**config.mk**
```make
export PLATFORM = sky130hd
export DESIGN_NAME = bounce_step_ctrl_flat
export DESIGN_NICKNAME = d
export VERILOG_FILES = /design/src/rtl/color_bounce_pkg.sv /design/src/rtl/bounce_step_ctrl_if.sv /design/src/rtl/color_lfsr.sv /design/src/rtl/bounce_step_ctrl.sv /design/src/flat_wrapper.sv
export SDC_FILE = /design/constraint.sdc
export NUM_CORES = 1
export LEC_CHECK = 0
export ABC_CLOCK_PERIOD_IN_PS = 3630
export CORE_UTILIZATION = 35
export CTS_CLUSTER_SIZE = 25
export DETAILED_ROUTE_END_ITERATION = 7
export DONT_BUFFER_PORTS = 1
export SYNTH_ARGS = -nofsm -noshare
export SYNTH_HDL_FRONTEND = slang
export SYNTH_SLANG_ARGS = --single-unit
```
**constraint.sdc**
```tcl
create_clock -name clk -period 3.63 [get_ports clk]
set_clock_uncertainty 0.2 [all_clocks]
set_input_delay 0.363 -clock clk [delete_from_list [all_inputs] [get_ports clk]]
set_output_delay 0.363 -clock clk [all_outputs]
set_load 0.01 [all_outputs]
```
**src/rtl/color_bounce_pkg.sv**
```systemverilog
// Shared types, widths, reset constants and helpers for the Color Bounce step controller.
package color_bounce_pkg;

    localparam int BALL_W  = 8;
    localparam int PX_W    = 7;
    localparam int COL_W   = 3;
    localparam int NPLAT   = 4;
    localparam int SCORE_W = 12;

    typedef enum logic [2:0] {
        S_IDLE,
        S_INIT,
        S_DRAW,
        S_WAIT,
        S_MOVE,
        S_CHECK,
        S_OVER
    } state_t;

    localparam logic [COL_W-1:0] COL_BLUE  = 3'd1;
    localparam logic [COL_W-1:0] COL_GREEN = 3'd2;
    localparam logic [COL_W-1:0] COL_RED   = 3'd4;
    localparam logic [COL_W-1:0] COL_WHITE = 3'd7;

    localparam logic [COL_W-1:0]       RST_COLOR_BALL  = COL_RED;
    localparam logic [NPLAT*COL_W-1:0] RST_COLOR_PLATS = {3'd7, 3'd4, 3'd2, 3'd1};
    localparam logic [NPLAT*PX_W-1:0]  RST_POS_PLATS   = {7'd90, 7'd60, 7'd30, 7'd0};
    localparam logic [7:0]             LFSR_SEED       = 8'hA5;

    // Three-digit BCD increment that sticks at 999 instead of rolling over.
    function automatic logic [SCORE_W-1:0] bcd_inc_sat(input logic [SCORE_W-1:0] s);
        logic [SCORE_W-1:0] r;
        r = s;
        if (s != 12'h999) begin
            if (r[3:0] != 4'd9) begin
                r[3:0] = r[3:0] + 4'd1;
            end else begin
                r[3:0] = 4'd0;
                if (r[7:4] != 4'd9) begin
                    r[7:4] = r[7:4] + 4'd1;
                end else begin
                    r[7:4]  = 4'd0;
                    r[11:8] = r[11:8] + 4'd1;
                end
            end
        end
        return r;
    endfunction

endpackage

```
**src/rtl/bounce_step_ctrl_if.sv**
```systemverilog
// Player/draw-FSM side of the step controller: control pulses in, game-state memory values out.
interface bounce_step_ctrl_if;

    logic                                                    start;
    logic                                                    frame_tick;
    logic [color_bounce_pkg::COL_W-1:0]                      color_sel;
    logic                                                    color_load;
    logic                                                    draw_ack;
    logic [color_bounce_pkg::BALL_W-1:0]                     prev_ball_out;
    logic [color_bounce_pkg::BALL_W-1:0]                     curr_ball_out;
    logic [color_bounce_pkg::COL_W-1:0]                      color_ball_out;
    logic [color_bounce_pkg::NPLAT*color_bounce_pkg::COL_W-1:0] color_plats_out;
    logic [color_bounce_pkg::NPLAT*color_bounce_pkg::PX_W-1:0]  position_plats_out;
    logic [color_bounce_pkg::SCORE_W-1:0]                    score_out;
    logic                                                    draw_req;
    logic                                                    game_over;
    logic                                                    busy;

    modport master (
        output start, frame_tick, color_sel, color_load, draw_ack,
        input  prev_ball_out, curr_ball_out, color_ball_out, color_plats_out,
               position_plats_out, score_out, draw_req, game_over, busy
    );

    modport slave (
        input  start, frame_tick, color_sel, color_load, draw_ack,
        output prev_ball_out, curr_ball_out, color_ball_out, color_plats_out,
               position_plats_out, score_out, draw_req, game_over, busy
    );

endinterface

```
**src/rtl/color_lfsr.sv**
```systemverilog
// 8-bit Fibonacci LFSR (taps 8,6,5,4) supplying non-black colours for wrapped platforms.
module color_lfsr
    import color_bounce_pkg::*;
(
    input  logic             clk,
    input  logic             reset,
    input  logic             step,
    output logic [COL_W-1:0] color
);

    logic [7:0] q;

    always_ff @(posedge clk) begin
        if (reset) begin
            q <= LFSR_SEED;
        end else if (step) begin
            q <= {q[6:0], q[7] ^ q[5] ^ q[4] ^ q[3]};
        end
    end

    // Code 0 would draw an invisible platform, so it is remapped to white.
    assign color = (q[2:0] == 3'd0) ? COL_WHITE : q[2:0];

endmodule

```
**src/rtl/bounce_step_ctrl.sv**
```systemverilog
// Per-frame Color Bounce sequencer: ball/platform step, landing colour check, BCD score, redraw request.
module bounce_step_ctrl
    import color_bounce_pkg::*;
#(
    parameter logic [BALL_W-1:0] Y_TOP    = 8'd8,
    parameter logic [BALL_W-1:0] Y_FLOOR  = 8'd100,
    parameter logic [BALL_W-1:0] STEP     = 8'd4,
    parameter logic [PX_W-1:0]   BALL_X   = 7'd40,
    parameter logic [PX_W-1:0]   PLAT_W   = 7'd16,
    parameter logic [PX_W-1:0]   SCREEN_W = 7'd120
) (
    input  logic              clk,
    input  logic              reset,
    bounce_step_ctrl_if.slave bus
);

    localparam logic [BALL_W-1:0] BALL_X_W  = {1'b0, BALL_X};
    localparam logic [BALL_W-1:0] PLAT_SPAN = {1'b0, PLAT_W} - 8'd1;

    state_t                        state, state_n;
    logic [BALL_W-1:0]             prev_ball, curr_ball;
    logic                          dir_down, landed;
    logic [COL_W-1:0]              color_ball, color_pend, lfsr_color;
    logic [NPLAT-1:0][COL_W-1:0]   color_plats;
    logic [NPLAT-1:0][PX_W-1:0]    pos_plats;
    logic [SCORE_W-1:0]            score;
    logic                          draw_req, draw_req_n;
    logic                          hit, hit_match, lfsr_step;
    logic [COL_W-1:0]              hit_color;

    assign lfsr_step = (state == S_MOVE);

    color_lfsr u_lfsr (
        .clk   (clk),
        .reset (reset),
        .step  (lfsr_step),
        .color (lfsr_color)
    );

    // Lowest-index platform under the ball column wins; the span is not wrapped at the screen edge.
    always_comb begin
        hit       = 1'b0;
        hit_color = '0;
        for (int i = NPLAT - 1; i >= 0; i--) begin
            if (({1'b0, pos_plats[i]} <= BALL_X_W) &&
                (BALL_X_W <= ({1'b0, pos_plats[i]} + PLAT_SPAN))) begin
                hit       = 1'b1;
                hit_color = color_plats[i];
            end
        end
    end

    assign hit_match = hit && (hit_color == color_ball);

    always_ff @(posedge clk) begin
        if (reset) begin
            state    <= S_IDLE;
            draw_req <= 1'b0;
        end else begin
            state    <= state_n;
            draw_req <= draw_req_n;
        end
    end

    always_comb begin
        state_n    = state;
        draw_req_n = draw_req;
        case (state)
            S_IDLE: begin
                if (bus.start) state_n = S_INIT;
            end
            S_INIT: begin
                state_n    = S_DRAW;
                draw_req_n = 1'b1;
            end
            S_DRAW: begin
                if (bus.draw_ack) begin
                    state_n    = S_WAIT;
                    draw_req_n = 1'b0;
                end
            end
            S_WAIT: begin
                if (bus.frame_tick) state_n = S_MOVE;
            end
            S_MOVE: begin
                state_n = S_CHECK;
            end
            S_CHECK: begin
                state_n    = (!landed || hit_match) ? S_DRAW : S_OVER;
                draw_req_n = 1'b1;
            end
            S_OVER: begin
                // The losing frame is still drawn; its ack is the only one accepted here.
                if (bus.draw_ack) draw_req_n = 1'b0;
                if (bus.start) begin
                    state_n    = S_INIT;
                    draw_req_n = 1'b0;
                end
            end
            default: begin
                state_n    = S_IDLE;
                draw_req_n = 1'b0;
            end
        endcase
    end

    always_ff @(posedge clk) begin
        if (reset || state == S_INIT) begin
            prev_ball   <= Y_TOP;
            curr_ball   <= Y_TOP;
            dir_down    <= 1'b1;
            landed      <= 1'b0;
            color_ball  <= RST_COLOR_BALL;
            color_pend  <= RST_COLOR_BALL;
            color_plats <= RST_COLOR_PLATS;
            pos_plats   <= RST_POS_PLATS;
            score       <= '0;
        end else if (state == S_MOVE) begin
            prev_ball  <= curr_ball;
            color_ball <= bus.color_load ? bus.color_sel : color_pend;
            if (dir_down) begin
                if (curr_ball + STEP >= Y_FLOOR) begin
                    curr_ball <= Y_FLOOR;
                    dir_down  <= 1'b0;
                    landed    <= 1'b1;
                end else begin
                    curr_ball <= curr_ball + STEP;
                end
            end else if (curr_ball <= Y_TOP + STEP) begin
                curr_ball <= Y_TOP;
                dir_down  <= 1'b1;
            end else begin
                curr_ball <= curr_ball - STEP;
            end
            for (int i = 0; i < NPLAT; i++) begin
                if (pos_plats[i] == '0) begin
                    pos_plats[i]   <= SCREEN_W - 7'd1;
                    color_plats[i] <= lfsr_color;
                end else begin
                    pos_plats[i] <= pos_plats[i] - 7'd1;
                end
            end
        end else if (state == S_CHECK) begin
            landed <= 1'b0;
            if (landed && hit_match) score <= bcd_inc_sat(score);
        end
        // A colour load is honoured in every state, including the INIT reload.
        if (!reset && bus.color_load) color_pend <= bus.color_sel;
    end

    assign bus.prev_ball_out      = prev_ball;
    assign bus.curr_ball_out      = curr_ball;
    assign bus.color_ball_out     = color_ball;
    assign bus.color_plats_out    = color_plats;
    assign bus.position_plats_out = pos_plats;
    assign bus.score_out          = score;
    assign bus.draw_req           = draw_req;
    assign bus.game_over          = (state == S_OVER);
    assign bus.busy               = (state == S_INIT) || (state == S_DRAW) ||
                                    (state == S_MOVE) || (state == S_CHECK);

endmodule

```
**src/flat_wrapper.sv**
```systemverilog
// flat-port wrapper written by rule: the top's interface ports become plain ports
module bounce_step_ctrl_flat import color_bounce_pkg::*;
#(
    parameter logic [BALL_W-1:0] Y_TOP    = 8'd8,
    parameter logic [BALL_W-1:0] Y_FLOOR  = 8'd100,
    parameter logic [BALL_W-1:0] STEP     = 8'd4,
    parameter logic [PX_W-1:0]   BALL_X   = 7'd40,
    parameter logic [PX_W-1:0]   PLAT_W   = 7'd16,
    parameter logic [PX_W-1:0]   SCREEN_W = 7'd120
)
  (clk, reset, bus_start, bus_frame_tick, bus_color_sel, bus_color_load, bus_draw_ack, bus_prev_ball_out, bus_curr_ball_out, bus_color_ball_out, bus_color_plats_out, bus_position_plats_out, bus_score_out, bus_draw_req, bus_game_over, bus_busy);
  bounce_step_ctrl_if bus_i ();
  input  logic clk;
  input  logic reset;
  input wire logic [$bits(bus_i.start)-1:0] bus_start;
  input wire logic [$bits(bus_i.frame_tick)-1:0] bus_frame_tick;
  input wire logic [$bits(bus_i.color_sel)-1:0] bus_color_sel;
  input wire logic [$bits(bus_i.color_load)-1:0] bus_color_load;
  input wire logic [$bits(bus_i.draw_ack)-1:0] bus_draw_ack;
  output wire logic [$bits(bus_i.prev_ball_out)-1:0] bus_prev_ball_out;
  output wire logic [$bits(bus_i.curr_ball_out)-1:0] bus_curr_ball_out;
  output wire logic [$bits(bus_i.color_ball_out)-1:0] bus_color_ball_out;
  output wire logic [$bits(bus_i.color_plats_out)-1:0] bus_color_plats_out;
  output wire logic [$bits(bus_i.position_plats_out)-1:0] bus_position_plats_out;
  output wire logic [$bits(bus_i.score_out)-1:0] bus_score_out;
  output wire logic [$bits(bus_i.draw_req)-1:0] bus_draw_req;
  output wire logic [$bits(bus_i.game_over)-1:0] bus_game_over;
  output wire logic [$bits(bus_i.busy)-1:0] bus_busy;
  assign bus_i.start = bus_start;
  assign bus_i.frame_tick = bus_frame_tick;
  assign bus_i.color_sel = bus_color_sel;
  assign bus_i.color_load = bus_color_load;
  assign bus_i.draw_ack = bus_draw_ack;
  assign bus_prev_ball_out = bus_i.prev_ball_out;
  assign bus_curr_ball_out = bus_i.curr_ball_out;
  assign bus_color_ball_out = bus_i.color_ball_out;
  assign bus_color_plats_out = bus_i.color_plats_out;
  assign bus_position_plats_out = bus_i.position_plats_out;
  assign bus_score_out = bus_i.score_out;
  assign bus_draw_req = bus_i.draw_req;
  assign bus_game_over = bus_i.game_over;
  assign bus_busy = bus_i.busy;
  bounce_step_ctrl #(.Y_TOP(Y_TOP), .Y_FLOOR(Y_FLOOR), .STEP(STEP), .BALL_X(BALL_X), .PLAT_W(PLAT_W), .SCREEN_W(SCREEN_W)) u_core (.clk(clk), .reset(reset), .bus(bus_i));
endmodule
```
### Word-level counts from Yosys, hierarchy flattened

Index checks and enable logic that the tools add are counted.

| storage, ports and cells | value |
|---|---|
| output and inout bits | 74 |
| flip-flop bits (word level) | 88 |
| input port bits | 9 |

| operators by class | value |
|---|---|
| magnitude comparators | 10 |
| bitwise logic cells | 6 |
| $add $sub $neg | 13 |
| equal/unequal tests | 15 |
| multiplexer cells | 36 |
| reductions and logical operators | 34 |

Operators with widths:

| kind | number |
|---|---|
| $mux 3 | 12 |
| $add 7x4->8 const B | 4 |
| $le 6x8->1 const A | 4 |
| $le 7x6->1 const B | 4 |
| $logic_not 7->1 | 4 |
| $mux 7 | 4 |
| $sub 7x1->7 const B | 4 |
| $mux 8 | 3 |
| $pmux 3 s6 | 1 |
| $mux 1 | 13 |
| $add 4x1->4 const B | 3 |
| $ne 12x12->1 const B | 1 |
| $eq 3x3->1 const B | 3 |
| $add 8x3->8 const B | 1 |
| $ge 8x7->1 const B | 1 |
| $le 8x4->1 const B | 1 |
| $mux 4 | 2 |
| $ne 4x4->1 const B | 2 |
| $reduce_and 2->1 | 4 |
| $sub 8x3->8 const B | 1 |
| $logic_and 1x1->1 | 7 |
| $eq 3x2->1 const B | 2 |
| $logic_not 3->1 | 2 |
| $ne 2x2->1 const B | 3 |
| other kinds (15) | 28 |

### Depth between registers and ports, before layout

Gate-level depths: netlist of run 1.

| depth | value |
|---|---|
| depth after elaboration | 12 |
| gate-level depth with buffers | 13 |
| gate-level depth less buffers | 11 |

### Hierarchy

A second synthesis of run 1 with hierarchy kept.

| unflattened totals | value |
|---|---|
| cell total of the unflattened synthesis | 609 |
| area total of the unflattened synthesis | 4787.1 µm² |

Modules (own cells, without submodules):

| module | area each (µm²) | cells each | instances |
|---|---|---|---|
| bounce_step_ctrl | 4461.8 | 577 | 1 |
| color_lfsr | 325.3 | 32 | 1 |

### Least setup slack after synthesis of run 1

OpenSTA, ideal clock, no wires.

| path | value |
|---|---|
| path kind | flip-flop to flip-flop |
| from | register u_core.pos_plats, in the netlist u_core.bus.position_plats_out[0] |
| to | register u_core.score[7], in the netlist u_core.bus.score_out[7] |
| path buffers | 1 |
| slack | 0.453 ns |
| arrival | 2.903 ns |
| clock period less this slack | 3.177 ns |
| library setup time | 0.074 ns |
| stages on the path, launching flop included | 13 |
| cells stage by stage | dfxtp_1 > inv_1 > ha_1 > nor3b_1 > a221o_1 > a21o_2 > o21ai_2 > or4_1 > nand4_2 > nand4_1 > buf_2 > or4_1 > a31oi_1 |

| between the ends | value |
|---|---|
| word-level cells in the longest chain between the ends | 8 |

Ends and longest elaborated chain:

| element | line | source |
|---|---|---|
| start: declaration | bounce_step_ctrl.sv:25 | `logic [NPLAT-1:0][PX_W-1:0] pos_plats;` |
| start signal: indexed assignment | bounce_step_ctrl.sv:137 | `pos_plats[i] <= SCREEN_W - 7'd1;` |
| start signal: indexed assignment | bounce_step_ctrl.sv:140 | `pos_plats[i] <= pos_plats[i] - 7'd1;` |
| $add 7x4->8 | bounce_step_ctrl.sv:46 | `(BALL_X_W <= ({1'b0, pos_plats[i]} + PLAT_SPAN))) begin` |
| $le 6x8->1 | bounce_step_ctrl.sv:46 |  |
| $logic_and 1x1->1 * | bounce_step_ctrl.sv:45 | `if (({1'b0, pos_plats[i]} <= BALL_X_W) &&` |
| $mux 3 | bounce_step_ctrl.sv:45 |  |
| $eq 3x3->1 | bounce_step_ctrl.sv:53 | `assign hit_match = hit && (hit_color == color_ball);` |
| $logic_and 1x1->1 * | bounce_step_ctrl.sv:53 |  |
| $logic_and 1x1->1 * | bounce_step_ctrl.sv:145 | `if (landed && hit_match) score <= bcd_inc_sat(score);` |
| $reduce_and 5->1 (no source line) * | -- |  |
| end signal: assignment | bounce_step_ctrl.sv:145 |  |
| end: declaration | bounce_step_ctrl.sv:26 | `logic [SCORE_W-1:0] score;` |

Mark *: on every way between the ends. The rest lies on a longest branch, timed or not.
A chain may end at the register's enable or synchronous reset.

### Worst setup path after layout of run 1

| path | value |
|---|---|
| from | register u_core.pos_plats, in the netlist u_core.bus.position_plats_out[8] |
| to | register u_core.score[3], in the netlist u_core.bus.score_out[3] |

| between the ends | value |
|---|---|
| word-level cells in the longest chain between the ends | 9 |

Ends and longest elaborated chain:

| element | line |
|---|---|
| $add 7x4->8 | bounce_step_ctrl.sv:46 |
| $le 6x8->1 | bounce_step_ctrl.sv:46 |
| $logic_and 1x1->1 * | bounce_step_ctrl.sv:45 |
| $mux 3 (2 in a row) | bounce_step_ctrl.sv:45 |
| $eq 3x3->1 | bounce_step_ctrl.sv:53 |
| $logic_and 1x1->1 * | bounce_step_ctrl.sv:53 |
| $logic_and 1x1->1 * | bounce_step_ctrl.sv:145 |
| $reduce_and 4->1 (no source line) * | -- |

Marks and branches as above.

==> metrics, run 1 <==
Achievable Freq=291.4 MHz; Buffers on Ports=0; Synth Area per Inst=7.971 um^2; most frequent cells in the layout=dfxtp_1 (80), nand2_1 (73), nor2_1 (54), o21ai_0 (39), a21oi_1 (38); most used cell, CP=or4_1; synthesized area=4512 um^2; CTS Buf Count=9; Core ar.=12,620 um^2; Via density=5.473; fin. max-slew vios=0; drt wl/cell=15.61 um; Worst EP required=3700 ps; slew at the pin closest to its max-slew limit=930.6 ps; setup slack after layout=198.1 ps; CP Cell Sequence=inv_1 > ha_1 > nand2b_4 > or3_1 > a21oi_1 > o21ai_2 > or4_1 > nand4_2 > nand4_1 > buf_4 > or4_1 > a31oi_1; Hold Vio Cnt, Final=0; Cell Pwr Density=386.1 nW/um^2; sequential share of the synthesized area=0.3794; Iter 0 DRT Violations=258; post-synthesis register bit count=84; Remaining DRCs=0; Clock Sinks=84; pre-CTS setup slack=207.9 ps; layout filler cell count=1,334; grt ovf=0; Starting Density=0.3575; relative slew slack=0.3796; initial antenna violation count=0; largest net degree at the start of global routing=49; number of max-cap violations=0; simple-gate share of the synthesized area=0.2743; final critical-path required period=3432 ps; post-synthesis xor/xnor area fraction=0.02718; HP Class=in2reg; share of layout cells above drive strength 1=0.09155; layout net count=583; Detailed Route WL=11,550 um; status=finished, final reports clean; Clk pin slew, worst setup/hold paths=60 ps; crit-path leading delay family=simple AND/OR/NAND/NOR gates; Synth Area in Adders=0.03050; CTS tree=built; crit start category=register; Slowest-stage cell, CP=or4_1; die height=115.5 um; DRT Pass-1 Iters=4; Worst-Skew Late Latency=350 ps; Total GRT Usage=0.1822; H-tree depth=3; RSZ-0062 raised after global routing=no; first-pass GRT wire length=18,910 um; Max Buffers Root-to-Sink=2; Die Width=115.5 um; Routed Antenna Nets=0; Worst R2R Start=u_core.bus.position_plats_out[8]; top_reg_cell synth=dfxtp_1; synth warn=0; Compound-Gate Fraction of Synth Area=0.2230; die area=13,350 um^2; Top Ports=83; Post-synth ARST share=0; setup_tns=0 ps; Gate Count Post-Synth=566; Worst Min Path Start=bus_frame_tick; row count=41; fin area=4970 um^2; Leakage=1.755 nW; Post-synth EDFFs=3; main combinational cell family by area after synthesis=simple AND/OR/NAND/NOR gates; Synth cell types=71; Crit. Startpoint=u_core.bus.position_plats_out[8]; Area Growth Syn to Fin=10.15%; ANT cells=0; biggest cell delay along the critical path=560 ps; Critical Setup Path Class=reg2reg; vias=4,050; CP Capture Type=register; critical path arrival=3500 ps; placed cell area=4682 um^2; setup violators final=0; vias in the first global route=3,700; highest fanout seen on the critical path=20; mux contribution to synthesized area=0.006656; DP HPWL=8115 um; Finished Core Util=0.3938; fin crit share=0.9454; routability cong.=0.8211; Buffers & Inverters on Critical Path=2; VDD IR max=185.9 uV; commonest non-fill, non-tap cell in the layout=dfxtp_1; clock root buffer=clkbuf_16
-- path summary, 6_finish.rpt --
check | endpoint | slack (ps) | depth (start not counted)
setup / recovery | u_core.bus.score_out[3] | 200 | 12
hold / removal | u_core.state[0] | 10 | 2
setup reg to reg | u_core.bus.score_out[3] | 200 | 12
hold reg to reg | u_core.u_lfsr.q[6] | 250 | 2
-- area by class of cell --
class	count	area, um^2	area share
Tap cell	172	215.2	0.04330
Clock buffer	11	232.7	0.04683
Multi-Input combinational cell	426	2561	0.5154
Inverter	27	101.3	0.02039
Timing Repair Buffer	15	117.6	0.02367
Clock inverter	5	28.78	0.005791
Sequential cell	84	1713	0.3447
-- registers in the layout (all words and copies together) (netlist names) --
| name | count |
|---|---|
| u_core.bus.color_plats_out | 12 |
| u_core.bus.position_plats_out | 28 |
| u_core.state | 3 |
| u_core.landed | 1 |
| u_core.bus.draw_req | 1 |
| u_core.bus.curr_ball_out | 6 |
| u_core.dir_down | 1 |
| u_core.bus.score_out | 12 |
| u_core.bus.color_ball_out | 3 |
| u_core.bus.prev_ball_out | 6 |
| u_core.u_lfsr.q | 8 |
| u_core.color_pend | 3 |
-- layer usage --
metal | vias to the layer above | share of wire | global-route usage | wire [um]
met5 | - | 0 | 0 | 0
met4 | 0 | 0.028 | 0.09957 | 323
met3 | 21 | 0.055 | 0.04707 | 631
met2 | 96 | 0.47 | 0.2874 | 5381
met1 | 1903 | 0.45 | 0.2271 | 5212
li1 | 2030 | - | - | -
-- cells by family after synthesis --
logic type                 after synthesis
xor gates and xnor gates                14
AOI/OAI and AO/OA                      154
and+or+nand+nor                        240
buffers and inverters                   59
other                                    1
DFF                                     84
muxes                                    3
adders and majority gates               11
-- synthesized netlist by cell type (5+ instances only) --
cell / instances / share of area
nor2b_1: 6 / 0.0083
nor3b_1: 6 / 0.010
nand2b_1: 8 / 0.011
ha_1: 11 / 0.031
nor2_1: 55 / 0.046
clkbuf_1: 23 / 0.019
inv_1: 26 / 0.022
o31ai_1: 7 / 0.012
xnor2_1: 9 / 0.017
and2_1: 5 / 0.0069
nand3_1: 6 / 0.0067
a21oi_1: 38 / 0.042
nand4_1: 6 / 0.0083
or4_1: 11 / 0.018
o21ai_0: 39 / 0.043
buf_4: 5 / 0.0083
nor3_1: 21 / 0.023
a211oi_1: 13 / 0.022
o211ai_1: 12 / 0.020
dfxtp_1: 81 / 0.36
xor2_1: 5 / 0.0097
or3_1: 8 / 0.011
nand2_1: 73 / 0.061
a31oi_1: 11 / 0.015
nand3b_1: 5 / 0.0083
-- stage by stage --
stage / power, W / hold slack (ps) / instances
global placement: 0.001097 / 235.5 / 722
CTS: 0.001942 / 1.773 / 740
finish: 0.001919 / 11.72 / 740
global route: 0.002000 / 19.16 / 740
detailed placement: 0.001099 / 237.2 / 722
floorplan: 0.001076 / 236.6 / 569
-- power by group --
group,switching (W),internal [W]
clock,0.000378,0.000459
combinational,0.0000810,0.0000398
sequential,0.0000203,0.000940
-- what timing repair did --
item / CTS / global route
hold buffers: 2 / 0
endpoints found under the setup margin: 0 / 6
hold endpoints to repair: 14 / 0
buffers inserted: 0 / 0
resized for setup: 0 / 2
(Power assumes the default switching activity.)
==> inputs of run 2 (changes only) <==
--- a/config.mk
+++ b/config.mk
@@ -6,10 +6,13 @@
 export NUM_CORES = 1
 export LEC_CHECK = 0
 export ABC_CLOCK_PERIOD_IN_PS = 3630
+export CORE_MARGIN = 8
 export CORE_UTILIZATION = 35
 export CTS_CLUSTER_SIZE = 25
 export DETAILED_ROUTE_END_ITERATION = 7
 export DONT_BUFFER_PORTS = 1
+export MAX_ROUTING_LAYER = met4
+export SLEW_MARGIN = 10
 export SYNTH_ARGS = -nofsm -noshare
 export SYNTH_HDL_FRONTEND = slang
 export SYNTH_SLANG_ARGS = --single-unit
==> run 2 against run 1 <==
  * Routed wire length increased by 6.1%
  * Register-to-register slack gained 20 ps
  * Clock power grew 21%
  * Setup slack improved by 20 ps
  * Critical endpoint unchanged
==> metrics, run 2 (synthesis gave the netlist of run 1 again) <==
Logic pwr share=0.058; vias=4,062; Detailed Route WL=12,250 um; Leakage=1.783 nW; drt wl/cell=16.60 um; register area=1713 um^2; row count=41; vias in the first global route=3,764; grt ovf=0; Hold Vio Cnt, Final=0; max reg flops=28; crit start category=register; commonest non-fill, non-tap cell in the layout=dfxtp_1; Buffers & Inverters on Critical Path=2; setup_tns=0 ps; most frequent cells in the layout=dfxtp_1 (80), nand2_1 (73), nor2_1 (54), o21ai_0 (39), a21oi_1 (38); critical path arrival=3470 ps; layout filler cell count=1,333; layout net count=581; Slowest-stage cell, CP=or4_1; DRT Pass-1 Iters=5; Post CTS Setup Buffer Count=0; Starting Density=0.3575; Iter 0 DRT Violations=390; Buffers on Ports=0; initial antenna violation count=0; switch share=0.2257; fin. max-slew vios=0; relative slew slack=0.3676; status=finished, final reports clean; Clk pin slew, worst setup/hold paths=60 ps; setup violators final=0; Die Width=129.5 um; H-tree depth=3; clock root buffer=clkbuf_16; final critical-path required period=3411 ps; CP Capture Type=register; Critical Setup Path Class=reg2reg; HP Class=in2reg; slew at the pin closest to its max-slew limit=948.6 ps; Finished Core Util=0.3980; clock network fraction of design power=0.483; die area=16,780 um^2; share of layout cells above drive strength 1=0.09187; CTS Buf Count=9; Flop pwr share=0.459; most used cell, CP=or4_1; Worst-Skew Late Latency=340 ps; CP Cell Sequence=inv_1 > ha_1 > nand2b_4 > or3_1 > a21oi_1 > o21ai_2 > or4_1 > nand4_2 > nand4_1 > buf_4 > or4_1 > a31oi_1; die height=129.5 um; routability cong.=0.8346; fin crit share=0.9398; P_sw=0.0004720 W; Clock Sinks=84; Top Ports=83; VDD IR max=187.0 uV; Routed Antenna Nets=0; P_int=0.001619 W; Achievable Freq=293.1 MHz; Cell Pwr Density=416.3 nW/um^2; DP HPWL=8650 um; Total GRT Usage=0.1526; number of max-cap violations=0; CTS tree=built; largest net degree at the start of global routing=49; RSZ-0062 raised after global routing=no; first-pass GRT wire length=19,740 um; Core ar.=12,620 um^2; Area Growth Syn to Fin=11.31%; Via density=5.504; Worst EP required=3690 ps; highest fanout seen on the critical path=20; multi-input logic area=2561 um^2; Remaining DRCs=0; Max Buffers Root-to-Sink=2; crit-path leading delay family=simple AND/OR/NAND/NOR gates; biggest cell delay along the critical path=540 ps; ANT cells=0
## run 2: cell count changes in the layout (fill, tap and decap cells not counted), sizes merged
| cell | delta |
|---|---|
| clkinv | -2 |
| buf | -2 |
| bufinv | +2 |
| clkbuf | +1 |
| clkinvlp | -1 |
## run 2: area by class of cell
| class | count | area share |
|---|---|---|
| Tap cell | 172 | 0.04285 |
| Clock inverter | 4 | 0.01445 |
| Timing Repair Buffer | 13 | 0.02043 |
| Inverter | 27 | 0.02018 |
| Sequential cell | 84 | 0.3411 |
| Clock buffer | 12 | 0.05107 |
| Multi-Input combinational cell | 426 | 0.5100 |
## run 2: worst paths after layout
check                              startpoint                       to  slack (ps)  depth (start not counted)
max          u_core.bus.position_plats_out[7]  u_core.bus.score_out[3]         220                         12
min                          bus_color_sel[0]     u_core.color_pend[0]          20                          1
max reg2reg  u_core.bus.position_plats_out[7]  u_core.bus.score_out[3]         220                         12
min reg2reg                u_core.u_lfsr.q[6]       u_core.u_lfsr.q[6]         260                          2
## run 2: metrics by stage
stage | hold slack, ps | std cells | power, W | area, um^2 | setup WS, ps
floorplan | 236.6 | 569 | 0.001076 | 4523 | 453.3
global placement | 235.3 | 720 | 0.001097 | 4667 | 309.7
detailed placement | 239.7 | 720 | 0.001100 | 4667 | 161.8
CTS | 9.223 | 738 | 0.002117 | 5016 | 128.6
global route | 14.29 | 738 | 0.002172 | 5022 | 6.984
finish | 21.20 | 738 | 0.002091 | 5022 | 218.5
## run 2: timing repair
action	CTS	global route
setup endpoints to repair	0	8
hold buffers	2	0
resized for setup	0	2
hold endpoints to repair	14	0
## run 2: worst reg2reg max path, cell delays in order (launching register included)
cell and delay, ps:
dfxtp_1 310, inv_1 50, ha_1 210, nand2b_4 80, or3_1 350, a21oi_1 400, o21ai_2 90, or4_1 540
nand4_2 110, nand4_1 100, buf_4 210, or4_1 520, a31oi_1 160
## run 2: layer usage
metal | GRT usage | vias up | wire, um
met4 | 0.07377 | 0 | 311
met2 | 0.2338 | 112 | 5691
li1 | - | 2022 | -
met1 | 0.1787 | 1910 | 5168
met5 | - | - | 0
met3 | 0.04725 | 18 | 1078
## run 2: power by group through the flow
stage	clock network [W]	registers (W)	logic, W
global placement	0	0.000981	0.000117
finish	0.00101	0.000961	0.000121
CTS	0.00103	0.000961	0.000122
detailed placement	0	0.000982	0.000118
floorplan	0	0.000971	0.000105
global route	0.00107	0.000963	0.000137
==> inputs of run 3 (changes only) <==
--- a/config.mk
+++ b/config.mk
@@ -12,6 +12,7 @@
 export DETAILED_ROUTE_END_ITERATION = 7
 export DONT_BUFFER_PORTS = 1
 export MAX_ROUTING_LAYER = met4
+export RECOVER_POWER = 25
 export SLEW_MARGIN = 10
 export SYNTH_ARGS = -nofsm -noshare
 export SYNTH_HDL_FRONTEND = slang
==> run 3 against run 2 <==
  * Non-clock buffer count did not move
  * Combinational power about the same
  * Sequential share of layout area is essentially flat
  * Sequential power about the same
  * Fmax is essentially flat
  * Die area did not move
  * Global-route usage did not move
==> metrics, run 3 (synthesis gave the netlist of run 1 again) <==
fin. max-slew vios=0; Critical Setup Path Class=reg2reg; Starting Density=0.3575; dpl cells=720; die area=16,780 um^2; R2R setup slack=220 ps; Worst R2R Start=u_core.bus.position_plats_out[7]; Buffers & Inverters on Critical Path=2; highest fanout seen on the critical path=20; Core ar.=12,620 um^2; Final Non-Filler Cells=738; most frequent cells in the layout=dfxtp_1 (80), nand2_1 (73), nor2_1 (54), o21ai_0 (39), a21oi_1 (38); Top Ports=83; Via density=5.505; fin crit share=0.9398; Clock Sinks=84; WHS Endpoint=u_core.color_pend[0]; CTS Buf Count=9; Iter 0 DRT Violations=390; slew at the pin closest to its max-slew limit=950.6 ps; layout filler cell count=1,335; CP Capture Type=register; vias in the first global route=3,764; Clk pin slew, worst setup/hold paths=60 ps; Routed Antenna Nets=0; Leakage=1.778 nW; Area Growth Syn to Fin=11.23%; CTS tree=built; Die Width=129.5 um; die height=129.5 um; status=finished, final reports clean; FF-to-FF End=u_core.bus.score_out[3]; VDD IR max=187.0 uV; relative slew slack=0.3663; Min-Delay Path Depth=1; share of layout cells above drive strength 1=0.09011; R2R cell count=12; max reg flops=28; H-tree depth=3; initial antenna violation count=0; DRT Pass-1 Iters=5; Cell Pwr Density=416.5 nW/um^2; number of max-cap violations=0; crit start category=register; biggest cell delay along the critical path=540 ps; Achievable Freq=293.1 MHz; critical path arrival=3470 ps; drt wl/cell=16.58 um; Slowest-stage cell, CP=or4_1; vias=4,063; Worst EP required=3690 ps; HP Class=in2reg; Buffers on Ports=0; commonest non-fill, non-tap cell in the layout=dfxtp_1; CP Cell Sequence=inv_1 > ha_1 > nand2b_4 > or3_1 > a21oi_1 > o21ai_2 > or4_1 > nand4_2 > nand4_1 > buf_4 > or4_1 > a31oi_1; setup_tns=0 ps; grt ovf=0; layout net count=581; Post CTS Setup Buffer Count=0; RSZ-0062 raised after global routing=no; Total GRT Usage=0.1526; Worst-Skew Late Latency=340 ps; crit-path leading delay family=simple AND/OR/NAND/NOR gates; ANT cells=0; Max Buffers Root-to-Sink=2; Detailed Route WL=12,240 um; Worst Min Path Start=bus_color_sel[0]; Remaining DRCs=0; first-pass GRT wire length=19,740 um; setup violators final=0; final critical-path required period=3412 ps; row count=41; Hold Vio Cnt, Final=0; largest net degree at the start of global routing=49; routability cong.=0.8346; clock root buffer=clkbuf_16; DP HPWL=8650 um; most used cell, CP=or4_1
run 3: changes by cell type in the layout (fill, tap and decap cells not counted), sizes merged:
cell and delta:
buf -1, clkbuf +1
run 3: worst max-delay path by stage:
stage	startpoint	endpoint	slack (ps)	depth (start not counted)
finish	u_core.bus.position_plats_out[7]	u_core.bus.score_out[3]	220	12
global route	u_core.bus.position_plats_out[0]	u_core.bus.score_out[3]	7	12
CTS	u_core.bus.position_plats_out[0]	u_core.bus.score_out[3]	130	12
detailed placement	u_core.bus.position_plats_out[0]	u_core.bus.score_out[3]	160	12
global placement	u_core.bus.position_plats_out[0]	u_core.bus.score_out[3]	310	12
floorplan	u_core.bus.position_plats_out[0]	u_core.bus.score_out[7]	450	12
run 3: layout make-up:
| cell class | instances | area, um^2 | share of cell area |
|---|---|---|---|
| Timing Repair Buffer | 13 | 98.84 | 0.01970 |
| Sequential cell | 84 | 1713 | 0.3413 |
| Multi-Input combinational cell | 426 | 2561 | 0.5103 |
| Tap cell | 172 | 215.2 | 0.04288 |
| Clock buffer | 12 | 256.5 | 0.05111 |
| Clock inverter | 4 | 72.57 | 0.01446 |
| Inverter | 27 | 101.3 | 0.02019 |
run 3: per-stage QoR:
step / util / hold WS (ps) / worst slack, ps / total power [W] / area, um^2
6_report: 0.3977 / 21.20 / 218.5 / 0.002090 / 5019
5_1_grt: 0.3977 / 14.29 / 6.984 / 0.002172 / 5019
4_1_cts: 0.3975 / 9.223 / 128.6 / 0.002117 / 5016
3_5_place_dp: 0.3698 / 239.7 / 161.8 / 0.001100 / 4667
3_3_place_gp: 0.3698 / 235.3 / 309.7 / 0.001097 / 4667
2_1_floorplan: - / 236.6 / 453.3 / 0.001076 / 4523
run 3: worst reg2reg max path: stages (launching register included):
cell and delay (ps):
dfxtp_1 310, inv_1 50, ha_1 210, nand2b_4 80, or3_1 350, a21oi_1 400, o21ai_2 90, or4_1 540
nand4_2 110, nand4_1 100, buf_4 210, or4_1 520, a31oi_1 160
run 3: metal layers:
metal	wire length [um]	share of wire	vias up	track usage
met2	5692	0.47	111	0.2338
met1	5157	0.42	1912	0.1787
met3	1074	0.088	18	0.04725
met4	311	0.025	0	0.07377
met5	0	0	-	-
li1	-	-	2022	-
run 3: power by group:
part | internal, W | total (W) | leakage (nW) | switching [W]
clock network | 0.000639 | 0.00101 | 0.159 | 0.000369
logic | 0.0000391 | 0.000121 | 0.935 | 0.0000818
registers | 0.000940 | 0.000961 | 0.684 | 0.0000202
run 3: repair_timing:
| item | in CTS | in global routing |
|---|---|---|
| hold buffers | 2 | 0 |
| hold endpoints to repair | 14 | 0 |
| endpoints found under the setup margin | 0 | 8 |
| resized for setup | 0 | 2 |
